[src/rtl/mem_master_pkg.sv]
// Shared definitions for mem_master: FSM state encodings, default widths and the ack-match helper.
// Building with MEM_TIMEOUT_EN adds a WAIT-state timeout (mem_timeout_ctr) that reports through rsp_err.
package mem_master_pkg;

  localparam int MEM_ADDR_W = 32'sd32;
  localparam int MEM_DATA_W = 32'sd32;

  typedef enum logic [1:0] {
    MEM_IDLE = 2'd0,
    MEM_REQ  = 2'd1,
    MEM_WAIT = 2'd2
  } mem_state_e;

  // Only the ack that matches the outstanding direction completes an access.
  function automatic logic ack_taken(input logic is_write, input logic rd_ack, input logic wr_ack);
    return is_write ? wr_ack : rd_ack;
  endfunction

endpackage

[src/rtl/mem_timeout_ctr.sv]
// Saturating WAIT-cycle counter for mem_master; only compiled when MEM_TIMEOUT_EN is defined.
// expired goes high on the LIMIT-th enabled cycle after clear and stays high until the next clear.
`ifdef MEM_TIMEOUT_EN
module mem_timeout_ctr #(
  parameter int LIMIT = 32'sd255
) (
  input  logic clk,
  input  logic reset,
  input  logic clear,
  input  logic enable,
  output logic expired
);

  localparam int CNT_W = (LIMIT > 32'sd1) ? $clog2(LIMIT) : 32'sd1;
  localparam logic [CNT_W-1:0] LAST = CNT_W'(LIMIT - 32'sd1);

  logic [CNT_W-1:0] count_q, count_d;

  // Next count: clear wins, otherwise step up until LAST and hold there.
  always_comb begin
    count_d = count_q;
    if (clear) begin
      count_d = {CNT_W{1'b0}};
    end else if (enable && (count_q != LAST)) begin
      count_d = count_q + {{(CNT_W-1){1'b0}}, 1'b1};
    end else begin
      count_d = count_q;
    end
  end

  // Count register.
  always_ff @(posedge clk or negedge reset) begin
    if (!reset) begin
      count_q <= {CNT_W{1'b0}};
    end else begin
      count_q <= count_d;
    end
  end

  assign expired = (count_q == LAST);

endmodule
`endif

[src/rtl/mem_master.sv]
// mem_master: turns a valid/ready command into one readReq/writeReq pulse, waits for the ack, strobes rsp_valid.
// Define MEM_TIMEOUT_EN to bound WAIT with mem_timeout_ctr; otherwise rsp_err is always 0.
module mem_master
  import mem_master_pkg::*;
#(
  parameter int ADDR_W         = MEM_ADDR_W,
  parameter int DATA_W         = MEM_DATA_W,
  parameter int TIMEOUT_CYCLES = 32'sd255
) (
  input  logic              clk,
  input  logic              reset,
  input  logic              cmd_valid,
  input  logic              cmd_write,
  input  logic [ADDR_W-1:0] cmd_addr,
  input  logic [DATA_W-1:0] cmd_wdata,
  output logic              cmd_ready,
  output logic              rsp_valid,
  output logic [DATA_W-1:0] rsp_rdata,
  output logic              rsp_err,
  output logic [ADDR_W-1:0] ramAddress,
  output logic [DATA_W-1:0] ramOut,
  output logic              readReq,
  output logic              writeReq,
  input  logic [DATA_W-1:0] ramValue,
  input  logic              readAck,
  input  logic              writeAck
);

  mem_state_e        state_q, state_d;
  logic              write_q, write_d;
  logic [ADDR_W-1:0] addr_q, addr_d;
  logic [DATA_W-1:0] wdata_q, wdata_d;
  logic [DATA_W-1:0] rdata_q, rdata_d;
  logic              ready_q, ready_d;
  logic              rd_req_q, rd_req_d;
  logic              wr_req_q, wr_req_d;
  logic              rsp_valid_q, rsp_valid_d;
  logic              rsp_err_q, rsp_err_d;
  logic              timeout_s;

`ifdef MEM_TIMEOUT_EN
  logic tmo_clear_s;
  logic tmo_enable_s;

  assign tmo_clear_s  = (state_q == MEM_REQ);
  assign tmo_enable_s = (state_q == MEM_WAIT);

  mem_timeout_ctr #(.LIMIT(TIMEOUT_CYCLES)) u_timeout_ctr (
    .clk     (clk),
    .reset   (reset),
    .clear   (tmo_clear_s),
    .enable  (tmo_enable_s),
    .expired (timeout_s)
  );
`else
  logic unused_timeout_cfg_s;

  assign timeout_s            = 1'b0;
  assign unused_timeout_cfg_s = (TIMEOUT_CYCLES == 32'sd0);
`endif

  // Next-state and registered-output logic; request lines are only ever raised on the accept edge.
  always_comb begin
    state_d     = state_q;
    write_d     = write_q;
    addr_d      = addr_q;
    wdata_d     = wdata_q;
    rdata_d     = rdata_q;
    rd_req_d    = 1'b0;
    wr_req_d    = 1'b0;
    rsp_valid_d = 1'b0;
    rsp_err_d   = 1'b0;
    case (state_q)
      MEM_IDLE: begin
        if (cmd_valid) begin
          state_d  = MEM_REQ;
          write_d  = cmd_write;
          addr_d   = cmd_addr;
          wdata_d  = cmd_wdata;
          rd_req_d = ~cmd_write;
          wr_req_d = cmd_write;
        end else begin
          state_d = MEM_IDLE;
        end
      end
      MEM_REQ: begin
        state_d = MEM_WAIT;
      end
      MEM_WAIT: begin
        if (ack_taken(write_q, readAck, writeAck)) begin
          state_d     = MEM_IDLE;
          rsp_valid_d = 1'b1;
          if (!write_q) begin
            rdata_d = ramValue;
          end else begin
            rdata_d = rdata_q;
          end
        end else if (timeout_s) begin
          state_d     = MEM_IDLE;
          rsp_valid_d = 1'b1;
          rsp_err_d   = 1'b1;
        end else begin
          state_d = MEM_WAIT;
        end
      end
      default: begin
        state_d = MEM_IDLE;
      end
    endcase
    ready_d = (state_d == MEM_IDLE);
  end

  // FSM state, datapath and output registers.
  always_ff @(posedge clk or negedge reset) begin
    if (!reset) begin
      state_q     <= MEM_IDLE;
      write_q     <= 1'b0;
      addr_q      <= {ADDR_W{1'b0}};
      wdata_q     <= {DATA_W{1'b0}};
      rdata_q     <= {DATA_W{1'b0}};
      ready_q     <= 1'b1;
      rd_req_q    <= 1'b0;
      wr_req_q    <= 1'b0;
      rsp_valid_q <= 1'b0;
      rsp_err_q   <= 1'b0;
    end else begin
      state_q     <= state_d;
      write_q     <= write_d;
      addr_q      <= addr_d;
      wdata_q     <= wdata_d;
      rdata_q     <= rdata_d;
      ready_q     <= ready_d;
      rd_req_q    <= rd_req_d;
      wr_req_q    <= wr_req_d;
      rsp_valid_q <= rsp_valid_d;
      rsp_err_q   <= rsp_err_d;
    end
  end

  assign cmd_ready  = ready_q;
  assign rsp_valid  = rsp_valid_q;
  assign rsp_rdata  = rdata_q;
  assign rsp_err    = rsp_err_q;
  assign ramAddress = addr_q;
  assign ramOut     = wdata_q;
  assign readReq    = rd_req_q;
  assign writeReq   = wr_req_q;

endmodule

[config.mk]
export PLATFORM = sky130hd
export DESIGN_NAME = mem_master
export DESIGN_NICKNAME = d
export VERILOG_FILES = /design/src/rtl/mem_master_pkg.sv /design/src/rtl/mem_timeout_ctr.sv /design/src/rtl/mem_master.sv
export SDC_FILE = /design/constraint.sdc
export NUM_CORES = 1
export LEC_CHECK = 0
export ABC_CLOCK_PERIOD_IN_PS = 1800
export CAP_MARGIN = 10
export CELL_PAD_IN_SITES_DETAIL_PLACEMENT = 0
export CELL_PAD_IN_SITES_GLOBAL_PLACEMENT = 1
export CORE_ASPECT_RATIO = 1.1
export CORE_UTILIZATION = 31
export CTS_CLUSTER_DIAMETER = 80
export DETAILED_ROUTE_END_ITERATION = 7
export PLACE_DENSITY = 0.93
export SETUP_SLACK_MARGIN = 0.02
export SYNTH_ARGS = -nofsm -noshare
export SYNTH_HDL_FRONTEND = slang
export SYNTH_SLANG_ARGS = --single-unit
[constraint.sdc]
create_clock -name clk -period 1.8 [get_ports clk]
set_input_delay 0.36 -clock clk [delete_from_list [all_inputs] [get_ports clk]]
set_output_delay 0.36 -clock clk [all_outputs]
set_load 0.02 [all_outputs]
==> impl_metrics.env <==
export IMPL_yosysSeqAreaShare_pct=66.9
export IMPL_hold_viol_final=0
export IMPL_setup_violations=0
export IMPL_clkLatencyLatePin_ps=330
export IMPL_wl_per_cell_um=15.2
export IMPL_final_cell_mix="199 x clkdlybuf4s50_1, 102 x dfrtp_1, 51 x mux2_2, 47 x mux2_1, 9 x clkbuf_16"
export IMPL_diodes=0
export IMPL_grt_pass1_vias=2828
export IMPL_clkTransAtPathRegs_ps=70
export IMPL_num_vias=2627
export IMPL_cp_end_kind="output port"
export IMPL_hold_path_class="reg -> reg"
export IMPL_status="finished clean"
export IMPL_worstPathArrival_ps=1320
export IMPL_drtPass1Iterations=4
export IMPL_multiInputGateArea_um2=1200
export IMPL_netlist_top_cells_area="dfrtp_1 66%, mux2_2 15%, mux2_1 14%"
export IMPL_cp_start_kind="flop"
export IMPL_design_power_total_mw=11.4
export IMPL_antenna_found_initial=0
export IMPL_clk_path_buf_depth=2
export IMPL_cp_depth=1
export IMPL_min_from="ramAddress[14]"
export IMPL_path_buf_inv=1
export IMPL_dieArea_um2=12900
export IMPL_clock_sinks=103
export IMPL_gp_congestion=0.697
export IMPL_finalNetCount=533
export IMPL_yosys_area_top_type="dfrtp_1"
export IMPL_fmax_ghz=0.594
export IMPL_post_cts_buffers=0
export IMPL_post_dp_cell_area_um2=6080
export IMPL_period_needed_ps=1680
export IMPL_start_util_pct=31.9
export IMPL_area_growth_pct=65.3
export IMPL_first_iter_violations=57
export IMPL_post_route_period_util_pct=93.5
export IMPL_drive_gt1_share_pct=17.7
export IMPL_grt_start_max_net_pins=52
export IMPL_num_rows=42
export IMPL_ys_ff_latch=103
export IMPL_final_common_cell="clkdlybuf4s50_1"
export IMPL_wirelength_mm=8.95
export IMPL_timing_rr_start="state_q[0]"
export IMPL_synth_cell_area_um2=3850
export IMPL_yosysTopAreaCellShare_pct=66.2
export IMPL_io_buffers=201
export IMPL_rsz0062_at_grt="false"
export IMPL_vias_per_cell=4.45
export IMPL_gr_usage_all_layers_pct=14.5
export IMPL_regArea_um2=2580
export IMPL_design_area_um2=6370
export IMPL_netlist_instances=224
export IMPL_cts_tree="yes"
export IMPL_min_path_cells=1
export IMPL_cp_required_ps=1440
export IMPL_maxCapViolCount=0
export IMPL_core_um2=12100
export IMPL_critPathTopFamily="buffers and inverters"
export IMPL_path_class="reg -> out"
export IMPL_grt_pass1_wl_mm=14.3
export IMPL_overflow=0
export IMPL_finClkSkew_ps=3.58
export IMPL_critical_path_startpoint="rsp_rdata[0]"
export IMPL_htreeDepth=3
export IMPL_numCtsBuffers=9
export IMPL_crit_chain="clkdlybuf4s50_1"
export IMPL_die_w_um=108
export IMPL_drv_slew=0
export IMPL_antenna_left=0
export IMPL_yosysWarnings=0
export IMPL_r2r_cells=3
export IMPL_crit_path_top_delay_cell="clkdlybuf4s50_1"
export IMPL_yosys_cell_types_count=16
export IMPL_die_y_um=119
export IMPL_fillCellCount=1058
export IMPL_slowest_delay_ps=630
export IMPL_max_vdd_ir_drop_mv=0.866
export IMPL_hpwl_mm=6.82
export IMPL_syn_nets=326
export IMPL_avgSynthCellArea_um2=17.2
export IMPL_pin_count=203
export IMPL_p_per_area_nw_per_um2=1790
export IMPL_r2r_setup_slack_ps=250
export IMPL_crit_fanout=2
export IMPL_drc=0
export IMPL_cts_root_buf="clkbuf_16"
export IMPL_p_leak_nw=2.62
## where the power goes
group          leakage [nW]  switching [mW]  total (mW)  internal [mW]
Combinational          1.26            2.52        5.51           2.99
Clock                 0.145           0.808        1.82           1.01
Sequential             1.22           0.588        4.06           3.47
Total                  2.62            3.91        11.4           7.48
## layer usage
metal  global-route usage [%]  up-vias  wire length, um  part of all wire, %
li1                         -     1202                -                    -
met1                     15.7     1298             3300                   37
met2                     25.9      114             4770                   53
met3                     4.87       13              712                  8.0
met4                     4.90        0              172                  1.9
met5                        0        -                0                    0
## sequential cells by signal (all words and copies together), names as in the netlist
signal      cells
write_q         1
cmd_ready       1
readReq         1
rsp_valid       1
state_q         2
rsp_rdata      32
writeReq        1
ramAddress     32
ramOut         32
## per-stage QoR
step | cells | TNS [ps] | hold WS [ps] | utilization [%] | setup slack (ps)
final | 590 | 0 | 482 | 52.7 | 116
after global routing | 590 | 0 | 501 | 52.7 | 58.2
after CTS | 590 | 0 | 488 | 52.7 | 88.0
after detailed placement | 573 | -10130 | 333 | 50.3 | -128
after global placement | 573 | -7900 | 327 | 50.3 | -98.7
after floorplan | 224 | 0 | 64.4 | - | 363
## synthesized netlist by cell type, drive strengths merged
library cell / number
and2: 1
dfstp: 1
nor3b: 1
o21ai: 1
nor4bb: 1
nand2b: 2
conb: 1
o22a: 1
nor2: 1
mux2: 98
buf: 12
nor2b: 2
dfrtp: 102
## logic make-up after synthesis
group | share of synthesized area [%]
AND/OR/NAND/NOR | 1.49
flip-flops | 66.9
multiplexers | 28.6
other | 0.0973
buffers and inverters | 2.50
AO/OA/AOI/OAI | 0.357
## final cells by class
type                            instances  area share [%]
Clock buffer                           11            3.97
Clock inverter                          5           0.511
Sequential cell                       103            40.5
Tap cell                              154            3.02
Timing Repair Buffer                  208            33.2
Multi-Input combinational cell        109            18.8
## final timing paths
path	end
hold / removal	ramAddress[14]
hold reg to reg	ramAddress[14]
min in group asynchronous	rsp_rdata[27]
max in group asynchronous	ramOut[29]
setup reg to reg	rsp_rdata[0]
setup / recovery	rsp_rdata[0]
## repair_timing
item / 4_1_cts / 5_1_grt
setup endpoints to repair: 1 / 0
hold endpoints to repair: 26 / 0
gates resized for setup: 1 / 0
hold buffers: 1 / 0
No activity file was read; power rests on OpenSTA's default activity.
